## src/rtl/lsu_ctrl_pkg.sv

```systemverilog
// Shared definitions for the load/store controller: funct3 encodings,
// memory width codes and FSM states.
package lsu_ctrl_pkg;

  localparam logic [2:0] F3_LB  = 3'b000;
  localparam logic [2:0] F3_LH  = 3'b001;
  localparam logic [2:0] F3_LW  = 3'b010;
  localparam logic [2:0] F3_LBU = 3'b100;
  localparam logic [2:0] F3_LHU = 3'b101;
  localparam logic [2:0] F3_SB  = 3'b000;
  localparam logic [2:0] F3_SH  = 3'b001;
  localparam logic [2:0] F3_SW  = 3'b010;

  localparam logic [1:0] WIDTH_BYTE = 2'b00;
  localparam logic [1:0] WIDTH_HALF = 2'b01;
  localparam logic [1:0] WIDTH_WORD = 2'b10;

  typedef enum logic [1:0] {
    ST_IDLE   = 2'b00,
    ST_ACCESS = 2'b01,
    ST_RESP   = 2'b10
  } lsu_state_e;

  // Bytes touched by an access of the given width (33 bits for the range check).
  function automatic logic [32:0] access_size(input logic [1:0] width);
    case (width)
      WIDTH_HALF: access_size = 33'd2;
      WIDTH_WORD: access_size = 33'd4;
      default:    access_size = 33'd1;
    endcase
  endfunction

endpackage

```

## src/rtl/lsu_load_align.sv

```systemverilog
// Converts the memory's big-first read word into a little-endian,
// sign- or zero-extended load result.
module lsu_load_align
  import lsu_ctrl_pkg::*;
(
  input  logic [31:0] mem_rdata,
  input  logic [2:0]  funct3,
  output logic [31:0] result
);

  logic [7:0]  byte0;
  logic [15:0] half0;
  logic [31:0] word0;

  // The byte at the requested address arrives in the top lane of mem_rdata.
  always_comb begin
    byte0 = mem_rdata[31:24];
    half0 = {mem_rdata[23:16], mem_rdata[31:24]};
    word0 = {mem_rdata[7:0], mem_rdata[15:8], mem_rdata[23:16], mem_rdata[31:24]};
    case (funct3)
      F3_LB:   result = {{24{byte0[7]}}, byte0};
      F3_LBU:  result = {24'd0, byte0};
      F3_LH:   result = {{16{half0[15]}}, half0};
      F3_LHU:  result = {16'd0, half0};
      default: result = word0;
    endcase
  end

endmodule

```

## src/rtl/lsu_ctrl.sv

```systemverilog
// Load/store controller: one request at a time, alignment/range checks,
// a single-cycle memory access and a held response for writeback.
module lsu_ctrl
  import lsu_ctrl_pkg::*;
#(
  parameter int ENTRIES = 1024
) (
  input  logic        clk,
  input  logic        rst,
  input  logic        req_valid,
  output logic        req_ready,
  input  logic        req_we,
  input  logic [2:0]  req_funct3,
  input  logic [31:0] req_addr,
  input  logic [31:0] req_wdata,
  output logic        resp_valid,
  input  logic        resp_ready,
  output logic [31:0] resp_rdata,
  output logic        resp_misaligned,
  output logic        resp_fault,
  output logic [31:0] mem_addr,
  output logic [31:0] mem_wdata,
  output logic [1:0]  mem_width,
  output logic        mem_write,
  input  logic [31:0] mem_rdata
);

  localparam logic [32:0] LIMIT = 33'(ENTRIES);

  lsu_state_e  state, state_next;
  logic        we_q;
  logic [2:0]  funct3_q;
  logic [31:0] rdata_q;
  logic        misaligned_q;
  logic        fault_q;
  logic [31:0] mem_addr_q;
  logic [31:0] mem_wdata_q;

  logic [1:0]  req_width;
  logic        illegal;
  logic        misaligned;
  logic        out_of_range;
  logic        fault;
  logic [32:0] last_byte;
  logic [31:0] load_result;

  lsu_load_align u_align (
    .mem_rdata (mem_rdata),
    .funct3    (funct3_q),
    .result    (load_result)
  );

  // Request checks; last_byte is 33 bits so addresses near 2^32 cannot wrap.
  always_comb begin
    req_width    = req_funct3[1:0];
    illegal      = (req_funct3 == 3'b011) || (req_funct3 == 3'b110) ||
                   (req_funct3 == 3'b111) || (req_we && req_funct3[2]);
    misaligned   = !illegal &&
                   (((req_width == WIDTH_HALF) && req_addr[0]) ||
                    ((req_width == WIDTH_WORD) && (req_addr[1:0] != 2'b00)));
    last_byte    = {1'b0, req_addr} + access_size(req_width) - 33'd1;
    out_of_range = !illegal && (last_byte >= LIMIT);
    fault        = illegal || out_of_range;
  end

  always_comb begin
    state_next = state;
    case (state)
      ST_IDLE:   if (req_valid) state_next = (misaligned || fault) ? ST_RESP : ST_ACCESS;
      ST_ACCESS: state_next = ST_RESP;
      ST_RESP:   if (resp_ready) state_next = ST_IDLE;
      default:   state_next = ST_IDLE;
    endcase
  end

  always_comb begin
    req_ready       = (state == ST_IDLE);
    resp_valid      = (state == ST_RESP);
    resp_rdata      = rdata_q;
    resp_misaligned = misaligned_q;
    resp_fault      = fault_q;
    mem_addr        = mem_addr_q;
    mem_wdata       = mem_wdata_q;
    mem_write       = (state == ST_ACCESS) && we_q;
    mem_width       = (state == ST_ACCESS) ? funct3_q[1:0] : WIDTH_BYTE;
  end

  always_ff @(posedge clk) begin
    if (rst) state <= ST_IDLE;
    else     state <= state_next;
  end

  // Memory-facing address/data only move for requests that will really access memory.
  always_ff @(posedge clk) begin
    if (rst) begin
      we_q         <= 1'b0;
      funct3_q     <= 3'b000;
      rdata_q      <= 32'd0;
      misaligned_q <= 1'b0;
      fault_q      <= 1'b0;
      mem_addr_q   <= 32'd0;
      mem_wdata_q  <= 32'd0;
    end else begin
      case (state)
        ST_IDLE: begin
          if (req_valid) begin
            we_q         <= req_we;
            funct3_q     <= req_funct3;
            rdata_q      <= 32'd0;
            misaligned_q <= misaligned;
            fault_q      <= fault;
            if (!(misaligned || fault)) begin
              mem_addr_q  <= req_addr;
              mem_wdata_q <= req_wdata;
            end
          end
        end
        ST_ACCESS: begin
          if (!we_q) rdata_q <= load_result;
        end
        default: ;
      endcase
    end
  end

endmodule

```

## config.mk

```make
export PLATFORM = sky130hd
export DESIGN_NAME = lsu_ctrl
export DESIGN_NICKNAME = d
export VERILOG_FILES = /design/src/rtl/lsu_ctrl_pkg.sv /design/src/rtl/lsu_load_align.sv /design/src/rtl/lsu_ctrl.sv
export SDC_FILE = /design/constraint.sdc
export NUM_CORES = 1
export LEC_CHECK = 0
export BUFFER_PORTS_ARGS = -buffer_cell sky130_fd_sc_hd__buf_4
export CAP_MARGIN = 40
export CORE_MARGIN = 5
export CORE_UTILIZATION = 31
export DETAILED_ROUTE_END_ITERATION = 12
export PLACE_DENSITY_LB_ADDON = 0.08
export SYNTH_ARGS = -nofsm -noshare
export SYNTH_HDL_FRONTEND = slang
export SYNTH_SLANG_ARGS = --single-unit
```

## constraint.sdc

```tcl
create_clock -name clk -period 13.4 [get_ports clk]
set_clock_uncertainty 0.2 [all_clocks]
set_input_delay 2.68 -clock clk [delete_from_list [all_inputs] [get_ports clk]]
set_output_delay 2.68 -clock clk [all_outputs]
set_load 0.02 [all_outputs]
```

# Word-level counts from Yosys, hierarchy flattened
# Index checks and enable logic that the tools add are counted.
# word_totals
register_bits	104
# op_classes
add_sub_neg	2
magnitude_cmp	1
eq_ne	13
muxes	10
n_bitwise	1
n_reduce_logical	21
# ops
operator	count
case mux 32 bit (4 select lines)	1
two-way mux 32 bit	2
case mux 32 bit (2 select lines)	1
adder 32 x 33 -> 33 bit	1
>= comparator 33 x 11 -> 1 bit (second input constant)	1
subtractor 33 x 1 -> 33 bit (second input constant)	1
equality test 3 bit (second input constant)	4
two-way mux 2 bit	4
logical AND 1 bit	6
logical OR 1 bit	6
case mux 2 bit (3 select lines)	1
case mux 3 bit (2 select lines)	1
AND reduction 3 bit	2
equality test 2 x 1 -> 1 bit (second input constant)	2
equality test 2 bit (second input constant)	2
inequality test 2 bit (second input constant)	2
AND reduction 2 bit	2
nonzero test 2 bit	2
equality test 3 x 1 -> 1 bit (second input constant)	1
equality test 3 x 2 -> 1 bit (second input constant)	1
zero test 3 bit	1
zero test 2 bit	1
inequality test 2 x 1 -> 1 bit (second input constant)	1
zero test 1 bit	1
NOT 1 bit	1

# Logic depth before layout (Yosys ltp)
# logic_depth
depth_word	11
depth_mapped	20
mapped_depth_nobuf	18

# Hierarchy
# From an unflattened synthesis, not the netlist that was laid out.
# unflattened
hier_cells	859
area_unflattened_um2	6522.5
# by_module_without_submodules
module	n_inst	cells_per_inst	area_each_um2	seq_area_each_um2
lsu_ctrl	1	792	6167.2	2082.0
lsu_load_align	1	67	355.3	0.0

# Worst setup path after synthesis
# Ideal clock, no wire load.
# synth_path
kind	input to register
startpoint	input req_funct3[1]
endpoint	register mem_addr_q[31], in the netlist mem_addr[31]
setup_time_ps	132
t_arrival_ps	6134
t_required_ps	13068
slack_ps	6933
path_stages	20
n_path_buf	2
path_cell_list	inv_1 -> ha_1 -> inv_1 -> ha_1 -> inv_1 -> ha_1 -> inv_1 -> fa_1 -> nor2b_1 -> o2111ai_1 -> a211o_1 -> a21oi_1 -> a21oi_1 -> a21oi_1 -> mux2_1 -> or4_4 -> buf_6 -> buf_6 -> o21ai_2 -> a21oi_1
# synth_between
elab_chain_len	10
word_cells_on_any_way	22
# synth_lines
element	line_no	text
start: declaration	lsu_ctrl.sv:13	input logic [2:0] req_funct3,
equality test 2 bit, or another cell as far along	lsu_ctrl_pkg.sv:26, lsu_ctrl.sv:60	
case mux 3 bit (2 select lines) / logical OR 1 bit (equally long branches)	lsu_ctrl_pkg.sv:26, lsu_ctrl.sv:56	
adder 32 x 33 -> 33 bit / logical OR 1 bit (equally long branches)	lsu_ctrl.sv:61, lsu_ctrl.sv:56	
subtractor 33 x 1 -> 33 bit / logical OR 1 bit (equally long branches)	lsu_ctrl.sv:61, lsu_ctrl.sv:57	
>= comparator 33 x 11 -> 1 bit / zero test 1 bit (equally long branches)	lsu_ctrl.sv:62, lsu_ctrl.sv:58	
logical AND 1 bit	lsu_ctrl.sv:62	out_of_range = !illegal && (last_byte >= LIMIT);
logical OR 1 bit	lsu_ctrl.sv:63	fault = illegal || out_of_range;
logical OR 1 bit (*)	lsu_ctrl.sv:112	if (!(misaligned || fault)) begin
NOT 1 bit (no source line) (*)	-	
AND reduction 3 bit (no source line) (*)	-	
end signal: assignment	lsu_ctrl.sv:113	mem_addr_q <= req_addr;
end: declaration	lsu_ctrl.sv:36	logic [31:0] mem_addr_q;
# Mark *: on every way between the ends. The rest lies on a longest branch, timed or not.
# A chain may end at the register's enable or synchronous reset.

# Final worst setup path
# layout_path
startpoint	input req_funct3[1]
endpoint	register mem_addr_q[29], in the netlist mem_addr[29]
# The elaborated chain is that of the path after synthesis.

==> results.md <==
* Status: complete, no violations
* Max Cap Viol at 0
* Fin crit period at 6.94 ns
* Yosys warnings at 0
* Power per cell area at 90.4 nW/um^2
* Hold buffers post-CTS at 0
* Register area share after synthesis at 32.5%
* Initial Utilization at 31.5%
* Area of the multi-input gates at 3790 sq um
* TritonCTS Buffers at 9
* Distinct cells, synth at 66
* Die Ht at approximately 150 microns
* Die Footprint at 23,600 sq um
* Synthesized Nets at 952
* Worst Hold Class: reg2reg
* DRT iter0 DRCs at 305
* Post-synth EDFFs at 0
* Vias per Instance at 5.16
* Dpl ws at 6.11 ns
* CTS tree: yes
* P&R area growth vs syn at 30.9%
* Routed vias at 6,437
* Post-CTS Setup Bufs at 0
* Inserted Diodes at 0
* Peak VDD IR at 0.0751 mV
* CTS Root Cell: clkbuf_16
* Setup crit end kind: flop
* Post-cts sizing count at 0
* Initial antenna violation count at 0
* Drt pass-1 iters at 4
* WP data arrival at 7.01 ns
* Top-level port count at 207
* Total gr overflow at 0
* Global Route Usage Sum at 17.5%
* Dpl cells at 1,231
* Ratio of cells with drive above 1 in the final layout at approximately 30%
* Gpl congestion at 0.876
* Hold Fails Final Rpt at 0
* Port bufs at 206
* Relative slew slack at approximately half
* Crit-path max FO at just over 50
* Routed Antenna Nets at 0
* Latest clock arrival within the worst-skew pair at 0.35 ns
* Final Instance Area at 8380 sq um
* Critical path type: in2reg
* Final WS setup at 6.46 ns
* Sink Count at 104
* Num rows at 52
* RSZ-0062 raised after global routing: no
* Die Wd at 154 microns
* Vias in the first global route at 6,274
* Crit path required time at 13.47 ns
* Final setup TNS at 0 ns
* # DRC at 0
* Slew Limit Fails at 0
* CP Launch Type: input pin
* Clock Tree Buf Depth at 2
* Final #Nets at between 1,000 and 1,500
* Largest net degree at the start of global routing at 66
* Sequential cell area at 2080 sq um
* Placed cell areas at 8070 sq um
* CTS H-tree depth at 3
* Slew @ Worst Pin at 0.744 ns
* Most common flop cell mapped by yosys: dfxtp_1
* Core Region at around 20,000 sq um
* Syn Inst Count at 809
* Synth async-reset ratio at 0%
* DR WL/cell at ~17 microns
* Post-synthesis register bit count at 104
* Post-Route WL at 21,500 microns
* Global-route wire length before repair at between 30,000 and 40,000 microns
* # fillers at 2,192
* Final setup violation count at 0
* Final worst-path cycle share at roughly half
* Static Leak at 0.00342 uW
* Non-Filler Instances at 1,247
* Max Clock Freq at around 140 MHz
* Mapped cell area at 6400 sq um
* Syn Area/Cell at 7.92 sq um
* Worst-path clk slew at 0.08 ns
* Post-DP HPWL at 15,600 microns
-- placed cells by master, fill, tap and decap left out, types with 38 or more instances in the layout --
cell type | netlist | layout
inv_1 | 50 | 50
o21ai_2 | 40 | 40
dfxtp_1 | 104 | 104
ha_1 | 38 | 38
buf_4 | 7 | 213
a21oi_1 | 127 | 127
nand2_1 | 45 | 45
nor2_1 | 50 | 50
o21ai_0 | 43 | 43
nand4_1 | 71 | 71
-- registers in the layout (all words and copies together), names as in the netlist --
signal and flops:
mem_addr 32, mem_wdata 32, resp_rdata 32, funct3_q 3, state 2, resp_fault 1, resp_misaligned 1, we_q 1
-- through the flow --
stage	hold slack (ns)	power [uW]	util [%]
6_report	0.255	758	41.3
3_3_place_gp	0.240	479	39.3
2_1_floorplan	0.276	420	-
4_1_cts	0.255	767	41.3
5_1_grt	0.271	796	41.3
3_5_place_dp	0.246	478	39.7
-- synthesized netlist by cell type, types with 7 or more instances --
cell        n  area [sq um]
a21oi_1   127           636
dfxtp_1   104          2080
nand4_1    71           444
inv_1      50           188
nor2_1     50           188
nand2_1    45           169
o21ai_0    43           215
o21ai_2    40           350
ha_1       38           475
clkbuf_1   34           128
o21ai_1    33           165
buf_2      12          60.1
nor3_1     12          60.1
buf_6      11           124
nand3_1     9          45.0
a22oi_1     8          60.1
a211oi_1    7          52.6
buf_4       7          52.6
mux2i_1     7          70.1
o21a_1      7          52.6
-- area by class of cell --
class                      instances  share of cell area, %
sequential                       104                   24.8
clock inverter                     7                   1.07
inverter                          50                   2.24
multi-input combinational        590                   45.2
timing repair buffer             217                   19.9
tap                              270                   4.03
clock buffer                       9                   2.69
-- power by group --
group          total [uW]  internal [uW]  leakage, uW  switching [uW]
registers             313            310     0.000839            2.33
clock network         287            149     0.000147             137
logic                 158           64.0      0.00243            94.4
-- worst paths after layout --
| kind | startpoint | endpoint | slack, ns | cells after the start |
|---|---|---|---|---|
| worst max-delay path | req_funct3[1] | mem_addr[29] | 6.46 | 21 |
| worst min-delay path | resp_rdata[17] | resp_rdata[17] | 0.25 | 2 |
| worst max register to register | state[0] | mem_wdata[3] | 11.05 | 6 |
| worst min register to register | resp_rdata[17] | resp_rdata[17] | 0.25 | 2 |
-- metal layers --
layer	GRT usage (%)	up-vias	share of wire, %	wire length, microns
met3	6.07	20	7.5	1620
met1	23.3	2981	46	9830
met2	27.4	165	45	9750
met4	3.87	0	1.5	317
met5	0	-	0	0
li1	-	3271	-	-
-- worst max-delay path, stage by stage --
cell and delay (ns):
buf_4 0.13, inv_1 0.07, ha_1 0.14, inv_1 0.04, ha_1 0.26, inv_1 0.06
ha_1 0.15, inv_1 0.05, fa_1 0.36, nor2b_1 0.12, o2111ai_1 0.16, a211o_1 0.34
a21oi_1 0.29, a21oi_1 0.11, a21oi_1 0.21, mux2_1 0.42, nor4_4 0.31, buf_6 0.21
buf_4 0.50, nand4_1 0.17, a21oi_1 0.18
-- logic make-up after synthesis --
family	count (synthesis)	share of synthesized area, %
xor gates and xnor gates	10	1.37
buffers and inverters	115	8.68
muxes	9	1.45
adders and majority gates	39	7.74
AOI/OAI and AO/OA	304	29.3
and+or+nand+nor	228	18.9
DFF	104	32.5
(Power assumes the default switching activity.)
